**src/rtl/st_if.sv**
```systemverilog
// Bus bundle for the st store unit: request handshake from the sequencer
// plus the synchronous single-port memory read/write strobes.
interface st_if;
  logic        start;
  logic        stop;
  logic        fault;
  logic [5:0]  field;
  logic [30:0] in;
  logic        mem_re;
  logic [30:0] mem_rdata;
  logic        mem_we;
  logic [30:0] mem_wdata;

  modport master (output start, field, in, mem_rdata,
                  input  stop, fault, mem_re, mem_we, mem_wdata);
  modport slave  (input  start, field, in, mem_rdata,
                  output stop, fault, mem_re, mem_we, mem_wdata);
endinterface

```
**src/rtl/st.sv**
```systemverilog
// MIX store unit: replaces field (L:R) of a memory word by read-modify-write.
// Optional ST_FULLWORD_BYPASS_EN skips the read for the full-word field (0:5).
module st (
  input  logic clk,
  input  logic rst,
  st_if.slave  bus
);
  typedef enum logic [2:0] {IDLE, READ, MERGE, WRITE, DONE} state_t;

  state_t      state, nxt;
  logic [5:0]  fld;
  logic [30:0] word;
  logic [30:0] merged;
  logic        valid_in;
  logic        accept;
  int          lv, rv, lpv;

  assign valid_in = (bus.field[5:3] <= bus.field[2:0]) && (bus.field[2:0] <= 3'd5);
  assign accept   = (state == IDLE) && bus.start;

  always_comb begin
    nxt = state;
    case (state)
      IDLE: if (bus.start) begin
        if (!valid_in) nxt = DONE;
`ifdef ST_FULLWORD_BYPASS_EN
        else if (bus.field == 6'd5) nxt = WRITE;
`endif
        else nxt = READ;
      end
      READ:    nxt = MERGE;
      MERGE:   nxt = WRITE;
      WRITE:   nxt = DONE;
      DONE:    nxt = IDLE;
      default: nxt = IDLE;
    endcase
  end

  // Memory byte b (L'..R) takes register byte 5-(R-b), so the rightmost
  // register bytes land in the field with their order preserved.
  always_comb begin
    lv     = int'(fld[5:3]);
    rv     = int'(fld[2:0]);
    lpv    = (lv == 0) ? 1 : lv;
    merged = bus.mem_rdata;
    if (lv == 0) merged[30] = word[30];
    for (int b = 1; b <= 5; b++) begin
      if (b >= lpv && b <= rv)
        merged[35-6*b -: 6] = word[35-6*(5-rv+b) -: 6];
    end
  end

  // Strobes are registered from the next state so they line up with it.
  always_ff @(posedge clk or posedge rst) begin
    if (rst) begin
      state         <= IDLE;
      fld           <= '0;
      word          <= '0;
      bus.stop      <= 1'b0;
      bus.fault     <= 1'b0;
      bus.mem_re    <= 1'b0;
      bus.mem_we    <= 1'b0;
      bus.mem_wdata <= '0;
    end else begin
      state      <= nxt;
      bus.mem_re <= (nxt == READ);
      bus.mem_we <= (nxt == WRITE);
      bus.stop   <= (nxt == DONE);
      bus.fault  <= accept && !valid_in;
      if (accept) begin
        fld  <= bus.field;
        word <= bus.in;
      end
      if (state == MERGE) bus.mem_wdata <= merged;
`ifdef ST_FULLWORD_BYPASS_EN
      if (accept && bus.field == 6'd5) bus.mem_wdata <= bus.in;
`endif
    end
  end
endmodule

```
**src/flat_wrapper.sv**
```systemverilog
// flat-port wrapper written by rule: the top's interface ports become plain ports
module st_flat 
  (clk, rst, bus_start, bus_field, bus_in, bus_mem_rdata, bus_stop, bus_fault, bus_mem_re, bus_mem_we, bus_mem_wdata);
  st_if bus_i ();
  input  logic clk;
  input  logic rst;
  input wire logic [$bits(bus_i.start)-1:0] bus_start;
  input wire logic [$bits(bus_i.field)-1:0] bus_field;
  input wire logic [$bits(bus_i.in)-1:0] bus_in;
  input wire logic [$bits(bus_i.mem_rdata)-1:0] bus_mem_rdata;
  output wire logic [$bits(bus_i.stop)-1:0] bus_stop;
  output wire logic [$bits(bus_i.fault)-1:0] bus_fault;
  output wire logic [$bits(bus_i.mem_re)-1:0] bus_mem_re;
  output wire logic [$bits(bus_i.mem_we)-1:0] bus_mem_we;
  output wire logic [$bits(bus_i.mem_wdata)-1:0] bus_mem_wdata;
  assign bus_i.start = bus_start;
  assign bus_i.field = bus_field;
  assign bus_i.in = bus_in;
  assign bus_i.mem_rdata = bus_mem_rdata;
  assign bus_stop = bus_i.stop;
  assign bus_fault = bus_i.fault;
  assign bus_mem_re = bus_i.mem_re;
  assign bus_mem_we = bus_i.mem_we;
  assign bus_mem_wdata = bus_i.mem_wdata;
  st u_core (.clk(clk), .rst(rst), .bus(bus_i));
endmodule
```
**config.mk**
```make
export PLATFORM = sky130hd
export DESIGN_NAME = st_flat
export DESIGN_NICKNAME = d
export VERILOG_FILES = /design/src/rtl/st_if.sv /design/src/rtl/st.sv /design/src/flat_wrapper.sv
export SDC_FILE = /design/constraint.sdc
export NUM_CORES = 1
export LEC_CHECK = 0
export CAP_MARGIN = 20
export CORE_ASPECT_RATIO = 1.25
export CORE_MARGIN = 3
export CORE_UTILIZATION = 60
export CTS_BUF_LIST = sky130_fd_sc_hd__clkbuf_2 sky130_fd_sc_hd__clkbuf_4 sky130_fd_sc_hd__clkbuf_8
export DETAILED_ROUTE_END_ITERATION = 10
export DONT_BUFFER_PORTS = 1
export GPL_TIMING_DRIVEN = 0
export PLACE_DENSITY_LB_ADDON = 0.15
export SYNTH_ARGS = -nofsm -noshare
export SYNTH_HDL_FRONTEND = slang
export SYNTH_SLANG_ARGS = --single-unit
```
**constraint.sdc**
```tcl
create_clock -name clk -period 12.3 [get_ports clk]
set_clock_uncertainty 0.2 [all_clocks]
set_input_delay 0 -clock clk [delete_from_list [all_inputs] [get_ports clk]]
set_output_delay 0 -clock clk [all_outputs]
set_load 0.02 [all_outputs]
```
==> results of run 1 <==
registers in the layout, indices dropped and copies added, names as in the netlist:
register and count:
u_core.bus.mem_wdata 31, u_core.word 31, u_core.fld 6, u_core.state 3
u_core.bus.fault 1, u_core.bus.mem_re 1, u_core.bus.mem_we 1, u_core.bus.stop 1
how the worst min path moves through the flow:
stage,endpoint,slack (ns)
final,u_core.bus.fault,0.05
after global routing,u_core.bus.fault,0.09
after CTS,u_core.bus.fault,0.01
after detailed placement,u_core.word[19],-0.08
after floorplan,u_core.fld[0],-0.08
after global placement,u_core.word[26],-0.08
stage by stage:
stage	util (%)	setup WS (ns)	std cells	cell area, sq um	hold slack (ns)
after floorplan	-	7.44	867	7750	-0.0832
after global placement	64.3	6.07	1031	7960	-0.0785
after detailed placement	64.3	5.93	1031	7960	-0.0755
after CTS	71.8	5.90	1120	8900	0.0105
after global routing	71.9	5.50	1121	8900	0.0937
final	71.9	5.77	1121	8900	0.0513
cell usage after synthesis, drive strengths merged, types with 6 or more instances:
cell	number
a22oi	11
xnor2	19
dfrtp	75
o211ai	7
inv	35
nor2	82
nor3	13
nor2b	13
buf	28
a221oi	6
and2	7
and3	10
a211oi	20
mux2i	38
mux2	52
a21oi	87
o21ai	56
a31oi	6
mux4	35
a21o	13
clkbuf	26
nand3	16
xor2	13
nand2	60
nand2b	15
ha	50
final cells by class:
cell class                 count  area, sq um
multi-input combinational    703         5500
fill                         896         3480
sequential                    75         1880
timing repair buffer          74          738
buffer                        54          248
tap                          164          205
inverter                      35          134
clock buffer                  10          131
clock inverter                 6         73.8
worst register-to-register path, stage by stage (launching register included):
cell and delay, ns:
dfrtp_1 0.52, buf_2 0.31, inv_1 0.25, buf_1 0.61
clkbuf_1 0.62, ha_1 0.42, buf_2 0.24, inv_1 0.11
buf_2 0.36, ha_1 0.31, ha_1 0.22, inv_1 0.08
fa_1 0.48, xor2_1 0.70, clkbuf_1 0.43, nor2_1 0.10
a211oi_1 0.21, a21oi_1 0.06, o31ai_1 0.21
kinds of logic after synthesis:
group / after synthesis / share of synthesized area (%)
XOR/XNOR: 35 / 4.60
AO/OA/AOI/OAI: 244 / 19.4
flip-flops: 75 / 24.2
other: 2 / 0.0969
AND/OR/NAND/NOR: 242 / 15.0
buffers and inverters: 89 / 4.89
multiplexers: 125 / 22.6
adder cells (fa/ha/maj): 54 / 9.11
routing by layer:
metal / GRT usage, % / vias up
li1: - / 3358
met1: 51.4 / 3773
met2: 64.9 / 666
met3: 9.27 / 132
met4: 18.2 / 0
met5: 0 / -
layout by cell type (no fill, tap or decap), types with 26 or more instances in the layout:
cell type and n:
a21oi_1 86, clkbuf_1 26, dfrtp_1 75, dlygate4sd3_1 73
ha_1 50, inv_1 33, mux2_2 52, mux2i_1 38
mux4_2 35, nand2_1 60, nor2_1 82, o21ai_0 46
==> metrics.json, run 1 <==
{
  "clock_tree": {
    "clock_tree.buffer_depth": 2,
    "cts_resized": 0,
    "root_buffer": "clkbuf_8",
    "h-tree-depth": 3,
    "post_cts.repair.setup_buffers": 0,
    "clk_pin_slew_worst_paths_ns": 0.10,
    "clock_buffer_count_from_cts": 9,
    "clkLatencyLatePin_ns": 0.38,
    "cts.hold.buffers_added": 73,
    "cts.sinks": 75,
    "tritoncts": "done"
  },
  "setup_path": {
    "r2r-end": "u_core.bus.mem_wdata[5]",
    "timing.reg2reg.setup_slack_ns": 5.77,
    "timing.critical_path.cells": "buf_2 > inv_1 > buf_1 > clkbuf_1 > ha_1 > buf_2 > inv_1 > buf_2 > ha_1 > ha_1 > inv_1 > fa_1 > xor2_1 > clkbuf_1 > nor2_1 > a211oi_1 > a21oi_1 > o31ai_1",
    "kind_of_critical_path": "flop to flop",
    "critPathLaunch": "u_core.fld[0]",
    "critPathArrivalTime_ns": 6.62,
    "timing.critical_path.max_delay_family": "buffers and inverters",
    "rr_worst_depth": 18,
    "timing.rr.start": "u_core.fld[0]",
    "critPathCaptureType": "flop",
    "critical-path-slowest-cell": "xor2_1",
    "critical_path.n_buffers_inverters": 9,
    "critical_path.endpoint": "u_core.bus.mem_wdata[5]",
    "crit_required_ns": 12.39,
    "worstSetupStartpointType": "flop",
    "crit_path_max_incr_delay_ns": 0.70,
    "timing.critical_path.depth": 18,
    "worstPathMaxFanout": 12
  },
  "synthesis": {
    "synthTopCellsByArea": "dfrtp_1 (24%), mux4_2 (10%), ha_1 (8.1%)",
    "netlist-cell-type-count": 70,
    "cell_area_after_technology_mapping_sq_um": 7750,
    "synth_enable_flop_cells": 0,
    "netlist.area_leader.share_pct": 24.2,
    "synth-seq-cells": 75,
    "gate_count_of_the_mapped_netlist": 866,
    "seq_area_frac_synth_pct": 24.2,
    "ys.flop_type": "dfrtp_1",
    "synth_area_per_cell_sq_um": 8.95,
    "yosys.area.top_type": "dfrtp_1",
    "synth-async-reset-ratio_pct": 100,
    "yosys_warnings": 0
  },
  "place": {
    "hpwl_mm": 20.8,
    "buffer_ports.inserted": 0,
    "globalplace.congestion": 0.982
  },
  "global_routing": {
    "initial_antenna_violation_count": 0,
    "grt_max_degree": 76,
    "first_pass_grt_wire_length_mm": 44.6,
    "grt_use_total_pct": 40.3,
    "vias_in_the_first_global_route": 7939,
    "grt_overflow": 0
  },
  "job": {
    "drv.max_cap_violation_count": 0
  },
  "timing": {
    "setup_repair_after_global_routing_missed_its_margin": "no",
    "setup-tns-final_ns": 0,
    "clock.fmax_ghz": 0.153,
    "finalWorstPathRequiredPeriod_ns": 6.53,
    "worst_slew_pin_slew_ns": 1.06,
    "hold_viol_final": 0,
    "relSlewSlack_pct": 28.8,
    "slew_viol_final": 0,
    "fin_crit_sh_pct": 53.1,
    "setup_viol": 0
  },
  "final_layout": {
    "num_antenna_cells": 0,
    "drive_above_1_share_pct": 14.7,
    "syn2layout_area_growth_pct": 14.9,
    "num-nets-final": 1077
  },
  "floorplanning": {
    "number_of_cell_rows": 45,
    "floorplan.die.width_microns": 108,
    "core_region_area_sq_um": 12400,
    "die_y_microns": 133,
    "floorplan.die_area_sq_um": 14300,
    "floorplan.initialDensity_pct": 62.6,
    "top_level_ports": 106
  },
  "route": {
    "drt-met1-wl_mm": 10.7,
    "ant_nets": 0,
    "post-route-drc-count": 0,
    "vias_per_cell": 7.07,
    "detail_route.iter0.violations": 1142,
    "drt-total-wl_mm": 29.0,
    "met2WireLength_mm": 13.6,
    "top_layer": "met4",
    "drt_first_pass_iters": 6,
    "detailroute.via_count": 7929,
    "wl_met3_mm": 3.22,
    "wl_per_cell_microns": 25.8
  },
  "worst_hold_path": {
    "hold_path_depth": 5,
    "min_from": "bus_field[1]",
    "hold_class": "input port to flop"
  },
  "run_status": {
    "outcome": "finished, final reports clean"
  }
}
Power of run 1 is left out: the tool's default activity adds up to more than one toggle a clock period on the data nets, which glitch-free logic cannot reach.
==> inputs of run 2 (changes only) <==
- clock period: 12.3 -> 5.5 ns (I/O delays scaled with it)
==> metrics.json, run 2 (synthesis gave the netlist of run 1 again) <==
{
  "place": {
    "buffer_ports.inserted": 0,
    "hpwl_mm": 20.8,
    "placed_area_sq_um": 7960,
    "globalplace.congestion": 0.982
  },
  "timing": {
    "fin_crit_sh_pct": 95.2,
    "clock.fmax_ghz": 0.191,
    "finalWorstPathRequiredPeriod_ns": 5.24,
    "hold_slack_ns": 0.0495,
    "slew_viol_final": 0,
    "setup_viol": 0,
    "setup_repair_after_global_routing_missed_its_margin": "no",
    "hold_viol_final": 0,
    "worst_slew_pin_slew_ns": 0.936,
    "relSlewSlack_pct": 37.6
  },
  "setup_path": {
    "crit_path_max_incr_delay_ns": 0.60,
    "worstPathMaxFanout": 12,
    "critPathCaptureType": "flop",
    "library_cell_appearing_most_often_on_the_critical_path": "buf_2",
    "crit_required_ns": 5.58,
    "critical_path.n_buffers_inverters": 8,
    "timing.critical_path.cells": "buf_4 > clkinvlp_4 > buf_2 > ha_2 > buf_2 > inv_1 > buf_2 > ha_1 > ha_1 > inv_1 > fa_1 > nor2b_1 > a21o_1 > a21oi_1 > a311oi_1 > o21ai_1 > mux2i_2 > buf_4 > o31ai_1",
    "critical-path-slowest-cell": "fa_1",
    "kind_of_critical_path": "flop to flop",
    "critPathArrivalTime_ns": 5.32,
    "timing.critical_path.max_delay_family": "buffers and inverters",
    "worstSetupStartpointType": "flop"
  },
  "global_routing": {
    "first_pass_grt_wire_length_mm": 44.8,
    "vias_in_the_first_global_route": 7925,
    "grt_overflow": 0,
    "grt_max_degree": 76,
    "initial_antenna_violation_count": 0,
    "grt_use_total_pct": 40.5
  },
  "route": {
    "drt-total-wl_mm": 29.2,
    "vias_per_cell": 7.05,
    "ant_nets": 0,
    "drt_first_pass_iters": 6,
    "detailroute.via_count": 7915,
    "post-route-drc-count": 0,
    "detail_route.iter0.violations": 965,
    "wl_per_cell_microns": 26.0
  },
  "run_status": {
    "outcome": "finished, final reports clean"
  },
  "final_layout": {
    "mostFrequentLayoutCells": "a21oi_1 (86), nor2_1 (82), dfrtp_1 (74)",
    "most_common_cell_after_layout_fill_and_taps_aside": "a21oi_1",
    "top_regs": "u_core.bus.mem_wdata (31), u_core.word (31), u_core.fld (6)",
    "num-nets-final": 1078,
    "syn2layout_area_growth_pct": 15.6,
    "num_antenna_cells": 0,
    "drive_above_1_share_pct": 16.0,
    "fin_area_sq_um": 8960
  },
  "clock_tree": {
    "clkLatencyLatePin_ns": 0.37,
    "h-tree-depth": 3,
    "root_buffer": "clkbuf_8",
    "cts.sinks": 75,
    "clock_tree.buffer_depth": 2,
    "clock_buffer_count_from_cts": 9,
    "tritoncts": "done",
    "clk_pin_slew_worst_paths_ns": 0.10
  },
  "floorplanning": {
    "top_level_ports": 106,
    "floorplan.initialDensity_pct": 62.6,
    "floorplan.die.width_microns": 108,
    "core_region_area_sq_um": 12400,
    "die_y_microns": 133,
    "floorplan.die_area_sq_um": 14300,
    "number_of_cell_rows": 45
  },
  "job": {
    "drv.max_cap_violation_count": 0
  },
  "worst_hold_path": {
    "hold_class": "input port to flop"
  }
}
## run 2: changes by cell type in the layout (fill, tap and decap cells not counted), sizes merged
cell,previous run,this run
buf,29,31
clkbuf,36,35
clkinvlp,2,3
inv,37,36
## run 2: metal layers
layer	vias to the layer above	GRT usage, %	wire, microns
li1	3356	-	-
met1	3741	52.5	10700
met2	686	65.2	13800
met3	132	8.35	3280
met4	0	17.8	1410
met5	-	0	0
## run 2: worst paths after layout
check | slack, ns | start | cells past startpoint | endpoint
max | 0.26 | u_core.fld[0] | 19 | u_core.bus.mem_wdata[3]
min | 0.05 | bus_field[1] | 5 | u_core.bus.fault
max reg2reg | 0.26 | u_core.fld[0] | 19 | u_core.bus.mem_wdata[3]
min reg2reg | 0.33 | u_core.state[2] | 1 | u_core.state[1]
max in group asynchronous | 4.33 | rst | 2 | u_core.fld[0]
min in group asynchronous | 0.13 | rst | 2 | u_core.bus.mem_wdata[18]
## run 2: cell type report
type,instances,area (sq um)
plain buffers,53,249
clock buffers,10,131
clock inverters,6,73.8
fillers,894,3420
inverters,35,138
multi-input cells,703,5530
flip-flops and latches,75,1880
well taps,164,205
repair buffers,76,753
## run 2: tightest hold or removal path, cell delays in order
cell and delay [ns]:
inv_1 0.04, ha_1 0.14, a31oi_1 0.11, a21oi_1 0.19, nor2b_1 0.10
## run 2: repair_timing
action / 4_1_cts / 5_1_grt
setup endpoints to repair: 25 / 12
hold endpoints to repair: 148 / 0
setup buffers: 1 / 1
hold buffers: 73 / 0
resized for setup: 6 / 8
## run 2: per-stage QoR
stage          TNS [ns]  setup WS, ns  cells  utilization [%]
3_5_place_dp     -12.86        -0.867   1031             64.3
3_3_place_gp     -10.11        -0.728   1031             64.3
2_1_floorplan         0         0.637    867                -
4_1_cts               0        0.0265   1120             72.1
5_1_grt               0        0.0102   1122             72.4
6_report              0         0.264   1122             72.4
Power of run 2 is left out for the same reason.
==> inputs of run 3 (changes only) <==
- CORE_ASPECT_RATIO: 1.25 -> 1.5
==> metrics.json, run 3 (synthesis gave the netlist of run 1 again) <==
{
  "place": {
    "hpwl_mm": 20.9,
    "globalplace.congestion": 0.956,
    "placedCellCount": 1023,
    "buffer_ports.inserted": 0
  },
  "timing": {
    "clock.fmax_ghz": 0.190,
    "relSlewSlack_pct": 30.5,
    "setup_viol": 0,
    "hold_viol_final": 0,
    "finalWorstPathRequiredPeriod_ns": 5.27,
    "fin_crit_sh_pct": 95.8,
    "worst_slew_pin_slew_ns": 1.04,
    "setup_repair_after_global_routing_missed_its_margin": "no",
    "slew_viol_final": 0
  },
  "floorplanning": {
    "core_region_area_sq_um": 12600,
    "floorplan.die_area_sq_um": 14300,
    "floorplan.initialDensity_pct": 61.6,
    "floorplan.die.width_microns": 98.8,
    "die_y_microns": 145,
    "top_level_ports": 106,
    "number_of_cell_rows": 50
  },
  "clock_tree": {
    "tritoncts": "done",
    "clkLatencyLatePin_ns": 0.38,
    "h-tree-depth": 3,
    "clock_tree.buffer_depth": 2,
    "cts.sinks": 75,
    "clock_buffer_count_from_cts": 9,
    "root_buffer": "clkbuf_8",
    "clk_pin_slew_worst_paths_ns": 0.10
  },
  "final_layout": {
    "top_regs": "u_core.bus.mem_wdata (31), u_core.word (31), u_core.fld (6)",
    "num-nets-final": 1078,
    "drive_above_1_share_pct": 15.6,
    "syn2layout_area_growth_pct": 15.2,
    "mostFrequentLayoutCells": "a21oi_1 (86), nor2_1 (82), dfrtp_1 (74)",
    "count_of_filler_cells_inserted_in_the_layout": 923,
    "fin_cells": 1115,
    "most_common_cell_after_layout_fill_and_taps_aside": "a21oi_1"
  },
  "route": {
    "drt-total-wl_mm": 29.4,
    "ant_nets": 0,
    "detail_route.iter0.violations": 793,
    "drt_first_pass_iters": 5,
    "detailroute.via_count": 7837,
    "wl_per_cell_microns": 26.4,
    "vias_per_cell": 7.03,
    "post-route-drc-count": 0
  },
  "setup_path": {
    "kind_of_critical_path": "flop to flop",
    "rr_worst_depth": 19,
    "timing.critical_path.cells": "buf_6 > clkinvlp_4 > clkbuf_2 > ha_1 > buf_2 > inv_1 > buf_2 > ha_1 > ha_1 > inv_1 > fa_1 > nor2b_1 > a21o_1 > nor3b_1 > a21oi_1 > o21ai_0 > mux2i_2 > buf_4 > o21ai_0",
    "worstSetupStartpointType": "flop",
    "library_cell_appearing_most_often_on_the_critical_path": "ha_1",
    "critical-path-slowest-cell": "fa_1",
    "worstPathMaxFanout": 12,
    "crit_path_max_incr_delay_ns": 0.61,
    "critPathArrivalTime_ns": 5.32,
    "crit_required_ns": 5.55,
    "critPathCaptureType": "flop"
  },
  "run_status": {
    "outcome": "finished, final reports clean"
  },
  "global_routing": {
    "grt_max_degree": 76,
    "first_pass_grt_wire_length_mm": 45.3,
    "grt_use_total_pct": 40.6,
    "vias_in_the_first_global_route": 8031,
    "grt_overflow": 0,
    "initial_antenna_violation_count": 0
  },
  "job": {
    "drv.max_cap_violation_count": 0
  },
  "worst_hold_path": {
    "hold_class": "input port to async pin"
  }
}
-- run 3: worst paths after layout --
kind / slack [ns] / start / end
max in group asynchronous: 4.36 / rst / u_core.bus.mem_wdata[28]
min in group clk: 0.10 / bus_in[27] / u_core.word[27]
setup / recovery: 0.23 / u_core.fld[0] / u_core.bus.mem_wdata[0]
hold / removal: 0.1 / rst / u_core.bus.fault
setup reg to reg: 0.23 / u_core.fld[0] / u_core.bus.mem_wdata[0]
hold reg to reg: 0.39 / u_core.state[2] / u_core.state[1]
-- run 3: timing repair --
action | in CTS | in global routing
buffers inserted | 2 | 0
hold buffers | 73 | 0
hold endpoints to repair | 148 | 0
resized for setup | 5 | 5
endpoints found under the setup margin | 25 | 12
-- run 3: metal layers --
metal	vias up	GRT usage, %	wire length, microns
met4	0	23.8	1870
met3	153	8.99	2940
met5	-	0	0
met2	579	65.9	14000
met1	3752	48.9	10600
li1	3353	-	-
-- run 3: area by class of cell --
| type | count | area, sq um | area share (%) |
|---|---|---|---|
| Multi-Input combinational cell | 703 | 5530 | 61.9 |
| Sequential cell | 75 | 1880 | 21.0 |
| Timing Repair Buffer | 76 | 753 | 8.44 |
| Buffer | 53 | 251 | 2.82 |
| Tap cell | 156 | 195 | 2.19 |
| Inverter | 35 | 138 | 1.54 |
| Clock buffer | 10 | 131 | 1.47 |
| Clock inverter | 6 | 48.8 | 0.547 |
| Antenna cell | 1 | 2.50 | 0.0280 |
-- run 3: per-stage QoR --
step	utilization (%)	area, sq um	TNS [ns]	setup slack, ns	hold WS [ns]
3_5_place_dp	63.2	7950	-10.55	-0.771	-0.0820
5_1_grt	71.0	8920	0	0.00715	0.101
4_1_cts	70.8	8900	0	0.0580	0.0883
3_3_place_gp	63.2	7950	-10.81	-0.775	-0.0802
6_report	71.0	8930	0	0.232	0.0951
2_1_floorplan	-	7750	0	0.637	-0.0832
-- run 3: worst max-delay path: cells and delay by family (launching register included) --
family	cells	cell delay [ns]
AOI/OAI and AO/OA	4	0.68
adders and majority gates	4	1.55
buffers and inverters	8	1.49
DFF	1	0.49
muxes	1	0.26
and+or+nand+nor	2	0.45
Power of run 3 is left out for the same reason.
